File: config.mk
export PLATFORM = sky130hd
export DESIGN_NAME = axi_bridge
export DESIGN_NICKNAME = d
export VERILOG_FILES = /design/src/rtl/axi_bridge.sv
export SDC_FILE = /design/constraint.sdc
export NUM_CORES = 1
export LEC_CHECK = 0
export ABC_AREA = 1
export CAP_MARGIN = 20
export CORE_AREA = 5 5 180 182
export CTS_BUF_LIST = sky130_fd_sc_hd__clkbuf_4 sky130_fd_sc_hd__clkbuf_8
export CTS_CLUSTER_SIZE = 16
export DETAILED_ROUTE_END_ITERATION = 16
export DIE_AREA = 0 0 185 187
export HOLD_SLACK_MARGIN = 0.03
export PLACE_DENSITY = 0.68
export SETUP_SLACK_MARGIN = 0.05
export SKIP_LAST_GASP = 1
export SYNTH_ARGS = -nofsm -noshare
export SYNTH_HDL_FRONTEND = slang
export SYNTH_SLANG_ARGS = --single-unit
File: constraint.sdc
create_clock -name clk -period 2.75 [get_ports clk]
set_clock_uncertainty 0.15 [all_clocks]
set_input_delay 0.4125 -clock clk [delete_from_list [all_inputs] [get_ports clk]]
set_output_delay 0.4125 -clock clk [all_outputs]
set_load 0.02 [all_outputs]
File: src/rtl/axi_bridge.sv
// axi_bridge: merges icache/dcache refill reads and dcache writebacks onto one AXI master.
// Ports:
//   clk, resetn                         clock, async active-low reset
//   i_rd_* / d_rd_*                     cache read request/accept/return handshakes
//   ret_data                            shared read return data
//   d_wr_*                              dcache write request (buffered line or word)
//   ar*/r*/aw*/w*/b*                    AXI master channels
// One read and one write may be outstanding; dcache reads beat icache reads, and a dcache
// read to the line held in the write buffer waits until that write retires.
module axi_bridge #(
    parameter logic [3:0] INST_ID = 4'd0,
    parameter logic [3:0] DATA_ID = 4'd1
) (
    input  logic         clk,
    input  logic         resetn,
    input  logic         i_rd_req,
    input  logic [2:0]   i_rd_type,
    input  logic [31:0]  i_rd_addr,
    output logic         i_rd_rdy,
    output logic         i_ret_valid,
    output logic         i_ret_last,
    input  logic         d_rd_req,
    input  logic [2:0]   d_rd_type,
    input  logic [31:0]  d_rd_addr,
    output logic         d_rd_rdy,
    output logic         d_ret_valid,
    output logic         d_ret_last,
    output logic [31:0]  ret_data,
    input  logic         d_wr_req,
    input  logic [2:0]   d_wr_type,
    input  logic [31:0]  d_wr_addr,
    input  logic [3:0]   d_wr_wstrb,
    input  logic [127:0] d_wr_data,
    output logic         d_wr_rdy,
    output logic [3:0]   arid,
    output logic [31:0]  araddr,
    output logic [7:0]   arlen,
    output logic [2:0]   arsize,
    output logic [1:0]   arburst,
    output logic         arvalid,
    input  logic         arready,
    input  logic [3:0]   rid,
    input  logic [31:0]  rdata,
    input  logic [1:0]   rresp,
    input  logic         rlast,
    input  logic         rvalid,
    output logic         rready,
    output logic [3:0]   awid,
    output logic [31:0]  awaddr,
    output logic [7:0]   awlen,
    output logic [2:0]   awsize,
    output logic [1:0]   awburst,
    output logic         awvalid,
    input  logic         awready,
    output logic [3:0]   wid,
    output logic [31:0]  wdata,
    output logic [3:0]   wstrb,
    output logic         wlast,
    output logic         wvalid,
    input  logic         wready,
    input  logic [3:0]   bid,
    input  logic [1:0]   bresp,
    input  logic         bvalid,
    output logic         bready
);

    typedef enum logic [1:0] {R_IDLE, R_AR, R_DATA} rstate_t;
    typedef enum logic [1:0] {W_IDLE, W_AW, W_W, W_B} wstate_t;

    rstate_t        r_rstate;
    wstate_t        r_wstate;
    logic [3:0]     r_arid;
    logic [31:0]    r_araddr;
    logic [2:0]     r_rtype;
    logic           r_arvalid;
    logic [31:0]    r_awaddr;
    logic [2:0]     r_wtype;
    logic [3:0]     r_wstrb;
    logic [127:0]   r_wbuf;
    logic [1:0]     r_cnt;
    logic           r_awvalid;
    logic           r_wvalid;

    logic w_hazard, w_d_acc, w_i_acc, w_rline, w_wline, w_wlast;
    logic w_unused;

    assign w_unused = ^{rresp, bresp, bid};

    // Line-granular compare against the buffered write; only dcache reads can alias it.
    assign w_hazard = (r_wstate != W_IDLE) && (d_rd_addr[31:4] == r_awaddr[31:4]);
    assign d_rd_rdy = (r_rstate == R_IDLE) && !w_hazard;
    assign i_rd_rdy = (r_rstate == R_IDLE) && !(d_rd_req && !w_hazard);
    assign w_d_acc  = d_rd_req && d_rd_rdy;
    assign w_i_acc  = i_rd_req && i_rd_rdy;

    // Read FSM
    always_ff @(posedge clk or negedge resetn) begin
        if (!resetn) begin
            r_rstate  <= R_IDLE;
            r_arid    <= 4'd0;
            r_araddr  <= 32'd0;
            r_rtype   <= 3'd0;
            r_arvalid <= 1'b0;
        end else begin
            case (r_rstate)
                R_IDLE: begin
                    if (w_d_acc) begin
                        r_arid    <= DATA_ID;
                        r_araddr  <= d_rd_addr;
                        r_rtype   <= d_rd_type;
                        r_arvalid <= 1'b1;
                        r_rstate  <= R_AR;
                    end else if (w_i_acc) begin
                        r_arid    <= INST_ID;
                        r_araddr  <= i_rd_addr;
                        r_rtype   <= i_rd_type;
                        r_arvalid <= 1'b1;
                        r_rstate  <= R_AR;
                    end
                end
                R_AR: begin
                    if (arready) begin
                        r_arvalid <= 1'b0;
                        r_rstate  <= R_DATA;
                    end
                end
                R_DATA: begin
                    if (rvalid && rlast) r_rstate <= R_IDLE;
                end
                default: r_rstate <= R_IDLE;
            endcase
        end
    end

    assign w_rline     = (r_rtype == 3'b100);
    assign arid        = r_arid;
    assign araddr      = r_araddr;
    assign arlen       = w_rline ? 8'd3 : 8'd0;
    assign arsize      = w_rline ? 3'd2 : {1'b0, r_rtype[1:0]};
    assign arburst     = 2'b01;
    assign arvalid     = r_arvalid;
    assign rready      = (r_rstate == R_DATA);
    // Return path is a straight pass-through, steered by the response id.
    assign i_ret_valid = rready && rvalid && (rid == INST_ID);
    assign d_ret_valid = rready && rvalid && (rid == DATA_ID);
    assign i_ret_last  = i_ret_valid && rlast;
    assign d_ret_last  = d_ret_valid && rlast;
    assign ret_data    = rdata;

    // Write FSM
    always_ff @(posedge clk or negedge resetn) begin
        if (!resetn) begin
            r_wstate  <= W_IDLE;
            r_awaddr  <= 32'd0;
            r_wtype   <= 3'd0;
            r_wstrb   <= 4'd0;
            r_wbuf    <= 128'd0;
            r_cnt     <= 2'd0;
            r_awvalid <= 1'b0;
            r_wvalid  <= 1'b0;
        end else begin
            case (r_wstate)
                W_IDLE: begin
                    if (d_wr_req) begin
                        r_awaddr  <= d_wr_addr;
                        r_wtype   <= d_wr_type;
                        r_wstrb   <= d_wr_wstrb;
                        r_wbuf    <= d_wr_data;
                        r_cnt     <= 2'd0;
                        r_awvalid <= 1'b1;
                        r_wstate  <= W_AW;
                    end
                end
                W_AW: begin
                    if (awready) begin
                        r_awvalid <= 1'b0;
                        r_wvalid  <= 1'b1;
                        r_wstate  <= W_W;
                    end
                end
                W_W: begin
                    if (wready) begin
                        r_cnt <= r_cnt + 2'd1;
                        if (w_wlast) begin
                            r_wvalid <= 1'b0;
                            r_wstate <= W_B;
                        end
                    end
                end
                W_B: begin
                    if (bvalid) r_wstate <= W_IDLE;
                end
                default: r_wstate <= W_IDLE;
            endcase
        end
    end

    assign w_wline  = (r_wtype == 3'b100);
    assign d_wr_rdy = (r_wstate == W_IDLE);
    assign awid     = DATA_ID;
    assign awaddr   = r_awaddr;
    assign awlen    = w_wline ? 8'd3 : 8'd0;
    assign awsize   = w_wline ? 3'd2 : {1'b0, r_wtype[1:0]};
    assign awburst  = 2'b01;
    assign awvalid  = r_awvalid;
    assign wid      = DATA_ID;
    assign wdata    = r_wbuf[{r_cnt, 5'd0} +: 32];
    assign wstrb    = w_wline ? 4'hf : r_wstrb;
    assign w_wlast  = (r_cnt == awlen[1:0]);
    assign wlast    = w_wlast;
    assign wvalid   = r_wvalid;
    assign bready   = (r_wstate == W_B);

endmodule

# Yosys cells after proc, flatten, opt, wreduce, memory -nomap -nowiden
# Index checks and enable logic that the tools add are counted.
[op_classes] n_addsub=1 n_eq_ne=18 shifts=1 n_mux=36 reduce_logical=31
[ops] operator="$shiftx 128x8->32" count=1
[ops] operator="$mux 32" count=2
[ops] operator="$mux 2" count=15
[ops] operator="$eq 28x28->1" count=1
[ops] operator="$logic_and 1x1->1" count=12
[ops] operator="$mux 4" count=3
[ops] operator="$ne 2x2->1 const B" count=6
[ops] operator="$reduce_and 3->1" count=4
[ops] operator="$reduce_bool 2->1" count=6
[ops] operator="$mux 1" count=8
[ops] operator="$pmux 2 s4" count=1
[ops] operator="$eq 2x2->1 const B" count=3
[ops] operator="$eq 3x3->1 const B" count=2
[ops] operator="$mux 3" count=2
[ops] operator="$pmux 1 s2" count=3
[ops] operator="$pmux 2 s3" count=1
[ops] operator="$reduce_and 5->1" count=1
[ops] operator="$eq 2x1->1 const B" count=2
[ops] operator="$eq 4x1->1 const B" count=1
[ops] operator="$logic_not 2->1" count=2
[ops] operator="$logic_not 4->1" count=1
[ops] operator="$pmux 2 s2" count=1
[ops] operator="$reduce_and 2->1" count=2
[ops] operator="$reduce_and 4->1" count=1
[ops] operator="other kinds (5)" count=6
[totals] reg_bits=215 in_bits=292

# Longest topological paths before layout
# Gate-level depths: netlist of the first run.
[logic_depth] depth_word=10 depth_mapped=16 depth_no_buf=14

# Worst setup path after synthesis of the first run
# Ideal clock, no wire load.
[synth_path] path_kind="register -> output" start="reg r_cnt[0]" end="out wdata[10]" arrival_ps=1599 t_required_ps=2188 setup_slack_ps=588 path_stages_with_launch=7 path_cell_list="dfrtp_1 buf_2 inv_1 clkbuf_1 clkbuf_1 nor2_1 o22ai_1"
[synth_via] elab_chain_len=1
[synth_rtl] item="start: declaration" line="80" source="logic [1:0] r_cnt;"
[synth_rtl] item="start signal: assignment" line="183" source="r_cnt <= r_cnt + 2'd1;"
[synth_rtl] item="$shiftx 128x8->32" line="207" source="assign wdata = r_wbuf[{r_cnt, 5'd0} +: 32];"
[synth_rtl] item="end: declaration" line="56" source="output logic [31:0] wdata,"
# Every way passes these cells.

# Worst setup path in the final report of the first run
[layout_path] start="reg r_wstate[1]" end="out i_rd_rdy"
[layout_via] elab_chain_len=6
[layout_rtl] item="start: declaration" line="71" source="wstate_t r_wstate;"
[layout_rtl] item="start signal: assignment" line="153" source="r_wstate <= W_IDLE;"
[layout_rtl] item="start signal: assignment" line="171" source="r_wstate <= W_AW;"
[layout_rtl] item="start signal: assignment" line="178" source="r_wstate <= W_W;"
[layout_rtl] item="$reduce_bool 2->1" line="90" source="assign w_hazard = (r_wstate != W_IDLE) && (d_rd_addr[31:4] == r_awaddr[31:4]);"
[layout_rtl] item="$logic_and 1x1->1" line="90"
[layout_rtl] item="$logic_not 1->1" line="92" source="assign i_rd_rdy = (r_rstate == R_IDLE) && !(d_rd_req && !w_hazard);"
[layout_rtl] item="$logic_and 1x1->1" line="92"
[layout_rtl] item="$logic_not 1->1" line="92"
[layout_rtl] item="$logic_and 1x1->1" line="92"
[layout_rtl] item="end: declaration" line="19" source="output logic i_rd_rdy,"
# Every way passes these cells.

==> impl_metrics.toml, run 1 <==
[power]
switchingPower_mw = 7.05
vdd_drop_max_mv = 0.535
p_per_area_mw_per_mm2 = 1110
switching_share = 0.417
p_total_mw = 16.9
seq_power_share = 0.322
combPwrFrac = 0.497
clock_power_share = 0.180
intPower_mw = 9.86
p_leak_nw = 7.77

[clock_tree]
cts_htree_levels = 2
cts_tree = "yes"
cts.path.max_buffers = 3
clk_root_buffer_cell = "clkbuf_8"
cts_buffers = 40
clkTransAtPathRegs_ns = 0.06
cts_sinks = 212
clk_latency_ns = 0.53

[synthesis]
post_synth_inst_count = 1357
synthFlopType = "dfrtp_1"
synth_area_mm2 = 0.0103
synth_edf_count = 0
yosysSeqAreaShare = 0.517
synthArstFlopShare = 1.00
syn_area_per_cell_um2 = 7.57
yosys_warnings = 0
yosysUniqueCellTypes = 30
ys_seq_elements = 212

[placed_design]
place_inst = 2060
io_buffers = 373
routabilityCongestion = 0.900
dpl.hpwl_um = 26500

[route]
antenna_left = 0
viasPerCell = 4.65
vias = 9916
initialDrtViolationCount = 575
wire_per_inst_um = 17.2
firstDrtPassIters = 7
drt_drc_violations_left = 0
wl_um = 36800

[global_routing]
grt_max_degree = 151
grt_pass1_vias = 10100
grtUsageTotal = 0.203
grt.overflow.total = 0
grt_pass1_wl_um = 56100
antenna_found_initial = 7

[sta]
maxSlewHeadroom = 0.504
rsz0062_at_grt = "true"
layout_min_cycle_time_ns = 2.61
finalSetupViolCount = 0
fin_hold_ws_ns = 0.261
tightestPinTransition_ns = 0.744
max_freq_ghz = 0.384
maxSlewViolCount = 0
tns_ns = 0
min_period_over_period = 0.948
final-hold-violation-count = 0

[layout]
fin_cells = 2131
drive_gt1_frac = 0.0796
area_growth_pct = 48.1
final_nets = 2006

[worst_setup_path]
reg2reg_setup_slack_ns = 0.48
reg2reg_from = "r_wstate[1]$_DFFE_PN0P_"
critical_path_class = "flip-flop to output port"
crit_arrival_ns = 2.04
critPathCaptureType = "output port"
critPathLaunchType = "flip-flop"
crit_required_ns = 2.19
reg2reg_depth = 15
worstSetupStartpoint = "r_wstate[1]$_DFFE_PN0P_"
cp_max_fo = 2
r2r_end = "araddr[8]$_DFFE_PN0P_"

[worst_hold_path]
hp-class = "primary input to flip-flop"
hold_start = "d_wr_data[51]"
min_to = "r_wbuf[51]$_DFFE_PN0P_"
whs_path_depth = 3

[die]
dieArea_mm2 = 0.0346
die_y_um = 187
floorplan.initialDensity = 0.337
die_w_um = 185
pin_count = 475
core-area_mm2 = 0.0304
rows = 64

[flow_run]
cap_violations = 0

[outcome]
outcome = "complete, no violations"
## state kept, by name, indices dropped and copies added, names as in the netlist
name,flops
r_wbuf,128
araddr,32
awaddr,32
r_wstrb,4
r_rtype,3
r_wtype,3
r_cnt,2
r_rstate,2
r_wstate,2
arid,1
arvalid,1
awvalid,1
wvalid,1
## synth_stat cells (4+ instances only)
master | instances | area [um^2]
nand2_1 | 645 | 2420
dfrtp_1 | 212 | 5310
nor2_1 | 90 | 338
o21ai_0 | 89 | 445
buf_4 | 68 | 510
inv_1 | 67 | 251
clkbuf_1 | 59 | 221
nand3_1 | 50 | 250
o22ai_1 | 33 | 206
or2_2 | 7 | 43.8
a21oi_1 | 4 | 20.0
ha_1 | 4 | 50.1
xnor2_1 | 4 | 35.0
## kinds of logic (layout without fill, tap and decap cells)
logic type	count (synthesis)	count (layout)	synth area share
xor gates and xnor gates	6	6	0.00512
AOI/OAI and AO/OA	130	130	0.0680
other	2	30	0.000731
DFF	212	212	0.517
buffers and inverters	200	550	0.0997
and+or+nand+nor	803	803	0.305
adders and majority gates	4	4	0.00487
## metal layers
metal / up-vias / global-route usage / wire length (um)
li1: 4833 / - / -
met1: 4632 / 0.254 / 14500
met2: 383 / 0.334 / 17400
met3: 58 / 0.0793 / 4020
met4: 10 / 0.0463 / 711
met5: - / 0 / 62
## worst max path at each step
stage	depth (start not counted)	endpoint	slack (ns)
4_1_cts	5	wdata[10]	-0.16
5_1_grt	12	i_rd_rdy	0.03
3_5_place_dp	14	i_rd_rdy	-0.28
6_report	12	i_rd_rdy	0.14
3_3_place_gp	14	i_rd_rdy	-0.29
2_1_floorplan	6	wdata[10]	0.59
## layout make-up
type,count,area (um^2)
Clock buffer,58,736
Multi-Input combinational cell,972,4080
Tap cell,396,495
Fill cell,2958,15200
Antenna cell,1,2.50
Clock inverter,8,45.0
Sequential cell,212,5310
Inverter,68,260
Timing Repair Buffer,416,4280
## stage by stage
stage	util	instance area, um^2	setup WS [ns]
after CTS	0.495	15100	-0.163
after floorplan	-	10400	0.588
after global routing	0.500	15200	0.0334
final	0.500	15200	0.143
after detailed placement	0.470	14300	-0.283
after global placement	0.470	14300	-0.290
## what timing repair did
action / CTS / global route
hold buffers: 1 / 0
setup buffers: 0 / 2
cloned: 0 / 1
setup endpoints to repair: 36 / 36
pin swaps: 0 / 3
resized for setup: 20 / 42
hold endpoints to repair: 69 / 0
## worst max-delay path, stage by stage, from the launching register on
cell and delay, ns:
dfrtp_1 0.36, inv_2 0.06, ha_4 0.16, a21oi_2 0.09, nand2_1 0.08, nor2_2 0.17
nand2_2 0.10, nor2_4 0.13, nand2_2 0.06, nand2_2 0.07, nand2_2 0.06, inv_2 0.06
buf_6 0.11
## cell usage in the layout, fill, tap and decap left out, types with 4 or more instances in the layout
| cell type | instances |
|---|---|
| clkdlybuf4s50_1 | 331 |
| clkinv_2 | 6 |
| or2_2 | 7 |
| inv_1 | 62 |
| conb_1 | 29 |
| buf_12 | 12 |
| clkbuf_4 | 10 |
| nand2_2 | 4 |
| buf_4 | 29 |
| o22ai_1 | 33 |
| dlymetal6s2s_1 | 27 |
| inv_2 | 5 |
| nand3_1 | 50 |
| xnor2_1 | 4 |
| clkbuf_8 | 48 |
| o21ai_0 | 89 |
| dfrtp_1 | 211 |
| nand2_1 | 642 |
| dlygate4sd2_1 | 10 |
| nor2_1 | 88 |
## power by group through the flow
| stage | logic, mW | clock network (mW) | registers [mW] |
|---|---|---|---|
| finish | 8.41 | 3.05 | 5.45 |
| global route | 9.27 | 3.30 | 5.62 |
| CTS | 8.51 | 3.15 | 5.44 |
| detailed placement | 8.55 | 0 | 5.47 |
| global placement | 8.47 | 0 | 5.43 |
| floorplan | 4.26 | 0 | 5.83 |
No activity file was read; power rests on OpenSTA's default activity.
==> run 2: changes to the inputs <==
- CTS_BUF_LIST: sky130_fd_sc_hd__clkbuf_4 sky130_fd_sc_hd__clkbuf_8 -> sky130_fd_sc_hd__clkbuf_8
==> impl_metrics.toml, run 2 (synthesis gave the netlist of run 1 again) <==
[route]
drt_drc_violations_left = 0
wire_per_inst_um = 17.2
wl_met2_um = 17500
initialDrtViolationCount = 539
firstDrtPassIters = 5
wl_um = 36700
drt-met1-wl_um = 14600
vias = 9899
viasPerCell = 4.65
wl_met3_um = 3890
top_layer = "met5"
antenna_left = 0

[die]
die_y_um = 187
die_w_um = 185
core-area_mm2 = 0.0304
pin_count = 475
floorplan.initialDensity = 0.337
rows = 64
dieArea_mm2 = 0.0346

[sta]
tns_ns = 0
max_freq_ghz = 0.373
rsz0062_at_grt = "true"
final-hold-violation-count = 0
maxSlewHeadroom = 0.490
maxSlewViolCount = 0
layout_min_cycle_time_ns = 2.68
min_period_over_period = 0.976
finalSetupViolCount = 0
tightestPinTransition_ns = 0.765
setup_ws_ns = 0.0661

[global_routing]
grt_max_degree = 151
antenna_found_initial = 6
grtUsageTotal = 0.206
grt_pass1_vias = 10100
grt_pass1_wl_um = 56600
grt.overflow.total = 0

[layout]
antenna_cells = 0
fin_cells = 2128
drive_gt1_frac = 0.0751
final_nets = 2004
layout_common_cells = "nand2_1, clkdlybuf4s50_1, dfrtp_1"
fin_util = 0.495
area_growth_pct = 46.7
largest_register = "r_wbuf"
largest_register_ffs = 128
layout_commonest_cell = "nand2_1"

[clock_tree]
cts_tree = "yes"
cts_setup_buffers = 0
clk_root_buffer_cell = "clkbuf_8"
cts_htree_levels = 2
clkTransAtPathRegs_ns = 0.06
cts_buffers = 40
cts_sinks = 212
cts.path.max_buffers = 3
clk_latency_ns = 0.53

[placed_design]
routabilityCongestion = 0.900
post-place-ws_ns = -0.283
dpl.hpwl_um = 26500
place_inst = 2060
io_buffers = 373

[worst_setup_path]
critPathLaunchType = "flip-flop"
crit_arrival_ns = 2.12
critical_path_class = "flip-flop to output port"
critPathCaptureType = "output port"
cp_max_fo = 2
crit_required_ns = 2.19

[worst_hold_path]
hp-class = "primary input to flip-flop"

[power]
p_per_area_mw_per_mm2 = 1110
p_leak_nw = 7.69
vdd_drop_max_mv = 0.531

[flow_run]
cap_violations = 0

[outcome]
outcome = "complete, no violations"
-- run 2: cell count changes in the layout (fill, tap and decap cells not counted), sizes merged --
cell	change
buf	-2
clkbuf	-1
inv	+10
dlygate4sd2	-2
dlymetal6s2s	-7
clkdlybuf4s15	-1
bufbuf	+1
diode	-1
-- run 2: path summary, 6_finish.rpt --
path                       slack [ns]  depth (start not counted)                     from                 endpoint
hold reg to reg                  0.32                          2   r_wbuf[54]$_DFFE_PN0P_   r_wbuf[54]$_DFFE_PN0P_
max in group asynchronous        1.43                          3                   resetn  r_wbuf[101]$_DFFE_PN0P_
setup / recovery                 0.07                         12  r_wstate[0]$_DFFE_PN0P_                 i_rd_rdy
min in group asynchronous        0.32                          2                   resetn   r_wbuf[85]$_DFFE_PN0P_
hold / removal                   0.26                          3            d_wr_data[18]   r_wbuf[18]$_DFFE_PN0P_
setup reg to reg                 0.45                         15  r_wstate[0]$_DFFE_PN0P_    araddr[8]$_DFFE_PN0P_
-- run 2: stage by stage --
step                hold WS, ns  instance area (um^2)  power (mW)
floorplan               -0.0331                 10400        10.1
CTS                       0.229                 15100        17.0
global route              0.236                 15100        18.0
global placement          0.296                 14300        13.9
detailed placement        0.293                 14300        14.0
finish                    0.260                 15100        16.7
-- run 2: cell type report --
| class | count | area (um^2) |
|---|---|---|
| multi-input combinational | 972 | 4060 |
| clock inverter | 18 | 82.6 |
| clock buffer | 48 | 661 |
| timing repair buffer | 414 | 4210 |
| tap | 396 | 495 |
| fill | 2987 | 15400 |
| inverter | 68 | 260 |
| sequential | 212 | 5310 |
-- run 2: report_power, final --
part	switching [mW]	internal [mW]
Combinational	4.82	3.49
Clock	1.34	1.57
Sequential	0.876	4.57
-- run 2: worst max-delay path: stages, from the launching register on --
cell and delay [ns]:
dfrtp_1 0.34, inv_1 0.06, ha_1 0.23, a21oi_1 0.13, nand2_1 0.08, nor2_2 0.13, nand2_2 0.09, nor2_2 0.10
nand2_1 0.07, nand2_2 0.07, nand2_2 0.05, inv_1 0.05, buf_2 0.16
-- run 2: layer usage --
metal,up-vias,GRT usage
met5,-,0
met4,10,0.0463
met3,53,0.0780
met2,414,0.341
met1,4593,0.256
li1,4829,-
-- run 2: timing repair --
item / in CTS / in global routing
endpoints found under the setup margin: 36 / 34
hold buffers: 1 / 0
endpoints found under the hold margin: 69 / 0
cloned: 1 / 0
gates resized for setup: 27 / 45
==> run 3: changes to the inputs <==
- GPL_ROUTABILITY_DRIVEN: not set -> 0
==> impl_metrics.toml, run 3 (synthesis gave the netlist of run 1 again) <==
[placed_design]
dpl_cell_area_mm2 = 0.0143
io_buffers = 373
post-place-ws_ns = -0.249
dpl.hpwl_um = 25800

[die]
floorplan.initialDensity = 0.337
pin_count = 475
die_y_um = 187
die_w_um = 185
dieArea_mm2 = 0.0346
core-area_mm2 = 0.0304
rows = 64

[global_routing]
antenna_found_initial = 7
grt_max_degree = 151
grt_pass1_wl_um = 54700
grt_pass1_vias = 10100
grtUsageTotal = 0.197
grt.overflow.total = 0

[layout]
largest_register_ffs = 128
drive_gt1_frac = 0.0840
layout_common_cells = "nand2_1, clkdlybuf4s50_1, dfrtp_1"
largest_register = "r_wbuf"
postLayoutCellArea_mm2 = 0.0152
regArea_mm2 = 0.00531
multi_input_area_mm2 = 0.00406
final_nets = 2004
layout_commonest_cell = "nand2_1"
fill_cells = 2907
area_growth_pct = 47.9

[worst_setup_path]
cp_max_fo = 3
crit_arrival_ns = 2.06
crit_required_ns = 2.19
reg2reg_depth = 14
reg2reg_from = "r_wstate[1]$_DFFE_PN0P_"
critPathLaunchType = "flip-flop"
critical_path_class = "flip-flop to output port"
critPathCaptureType = "output port"
reg2reg_setup_slack_ns = 0.40
r2r_end = "araddr[23]$_DFFE_PN0P_"

[sta]
tightestPinTransition_ns = 0.754
layout_min_cycle_time_ns = 2.62
maxSlewViolCount = 0
maxSlewHeadroom = 0.497
final-hold-violation-count = 0
tns_ns = 0
min_period_over_period = 0.952
rsz0062_at_grt = "true"
finalSetupViolCount = 0
setup_ws_ns = 0.132
max_freq_ghz = 0.382

[clock_tree]
clk_root_buffer_cell = "clkbuf_8"
clkTransAtPathRegs_ns = 0.06
cts_tree = "yes"
clk_latency_ns = 0.53
cts_htree_levels = 2
cts_buffers = 40
cts.path.max_buffers = 3
cts_sinks = 212

[power]
seq_power_share = 0.321
combPwrFrac = 0.483
p_leak_nw = 7.60
switching_share = 0.414
intPower_mw = 10.0
vdd_drop_max_mv = 0.523
switchingPower_mw = 7.05
p_per_area_mw_per_mm2 = 1120
clock_power_share = 0.196

[route]
wl_um = 35800
antenna_left = 0
viasPerCell = 4.64
initialDrtViolationCount = 527
wire_per_inst_um = 16.7
firstDrtPassIters = 5
drt_drc_violations_left = 0
vias = 9912

[flow_run]
cap_violations = 0

[worst_hold_path]
whs_path_depth = 3
hold_start = "d_wr_data[18]"
min_to = "r_wbuf[18]$_DFFE_PN0P_"
hp-class = "primary input to flip-flop"

[outcome]
outcome = "complete, no violations"
## run 3: changes by cell type in the layout (fill, tap and decap cells not counted), sizes merged
cell and delta:
bufinv +3, clkbuf +6, clkdlybuf4s15 +10, dlygate4sd2 +5
bufbuf -1, diode +3, dlymetal6s2s -16
## run 3: repair_timing
action	CTS	global route
gates cloned	0	1
endpoints found under the hold margin	64	0
gates resized for setup	64	32
buffers inserted	0	5
endpoints found under the setup margin	36	42
hold buffers	1	0
pin swaps	0	1
## run 3: cell type report
| type | count | share of cell area |
|---|---|---|
| sequential | 212 | 0.350 |
| timing repair buffer | 414 | 0.274 |
| multi-input combinational | 972 | 0.267 |
| clock buffer | 52 | 0.0471 |
| tap | 396 | 0.0326 |
| inverter | 68 | 0.0173 |
| clock inverter | 21 | 0.0114 |
| antenna | 3 | 0.000494 |
## run 3: critical path, cell delays in order (launching register included)
cell	delay [ns]
dfrtp_1	0.34
inv_1	0.07
ha_2	0.19
a21oi_1	0.11
nand2_1	0.08
nor2_2	0.11
nand2_1	0.12
nor2_2	0.12
nand2_1	0.08
nand2_2	0.07
nand2_2	0.05
inv_1	0.06
buf_4	0.14
## run 3: power by group through the flow
stage	clock network, mW	logic, mW	registers, mW
after floorplan	0	4.26	5.83
after global placement	0	8.38	5.46
after detailed placement	0	8.45	5.51
after CTS	3.46	8.25	5.48
after global routing	3.61	9.10	5.66
final	3.35	8.23	5.47
## run 3: layer usage
metal  routed length [um]  part of all wire  up-vias  track usage
met5                   63            0.0018        -            0
met4                  794             0.022       12       0.0553
met1                14200              0.40     4589        0.244
met3                 3830              0.11       73       0.0749
li1                     -                 -     4827            -
met2                16900              0.47      411        0.321
## run 3: how the worst max path moves through the flow
stage                            to                    start  slack (ns)
after floorplan           wdata[10]     r_cnt[0]$_DFFE_PN0P_        0.59
after global placement     i_rd_rdy            d_rd_addr[29]       -0.22
after detailed placement   i_rd_rdy            d_rd_addr[18]       -0.25
after CTS                  i_rd_rdy  r_wstate[1]$_DFFE_PN0P_       -0.22
after global routing       i_rd_rdy  r_wstate[1]$_DFFE_PN0P_       -0.05
final                      i_rd_rdy  r_wstate[1]$_DFFE_PN0P_        0.13
## run 3: stage by stage
stage,hold slack (ns),instances,util,power [mW]
after floorplan,-0.0331,1384,-,10.1
after global placement,0.267,2055,0.468,13.8
after detailed placement,0.270,2055,0.468,14.0
after CTS,0.222,2129,0.498,17.2
after global routing,0.241,2135,0.499,18.4
final,0.267,2138,0.499,17.1
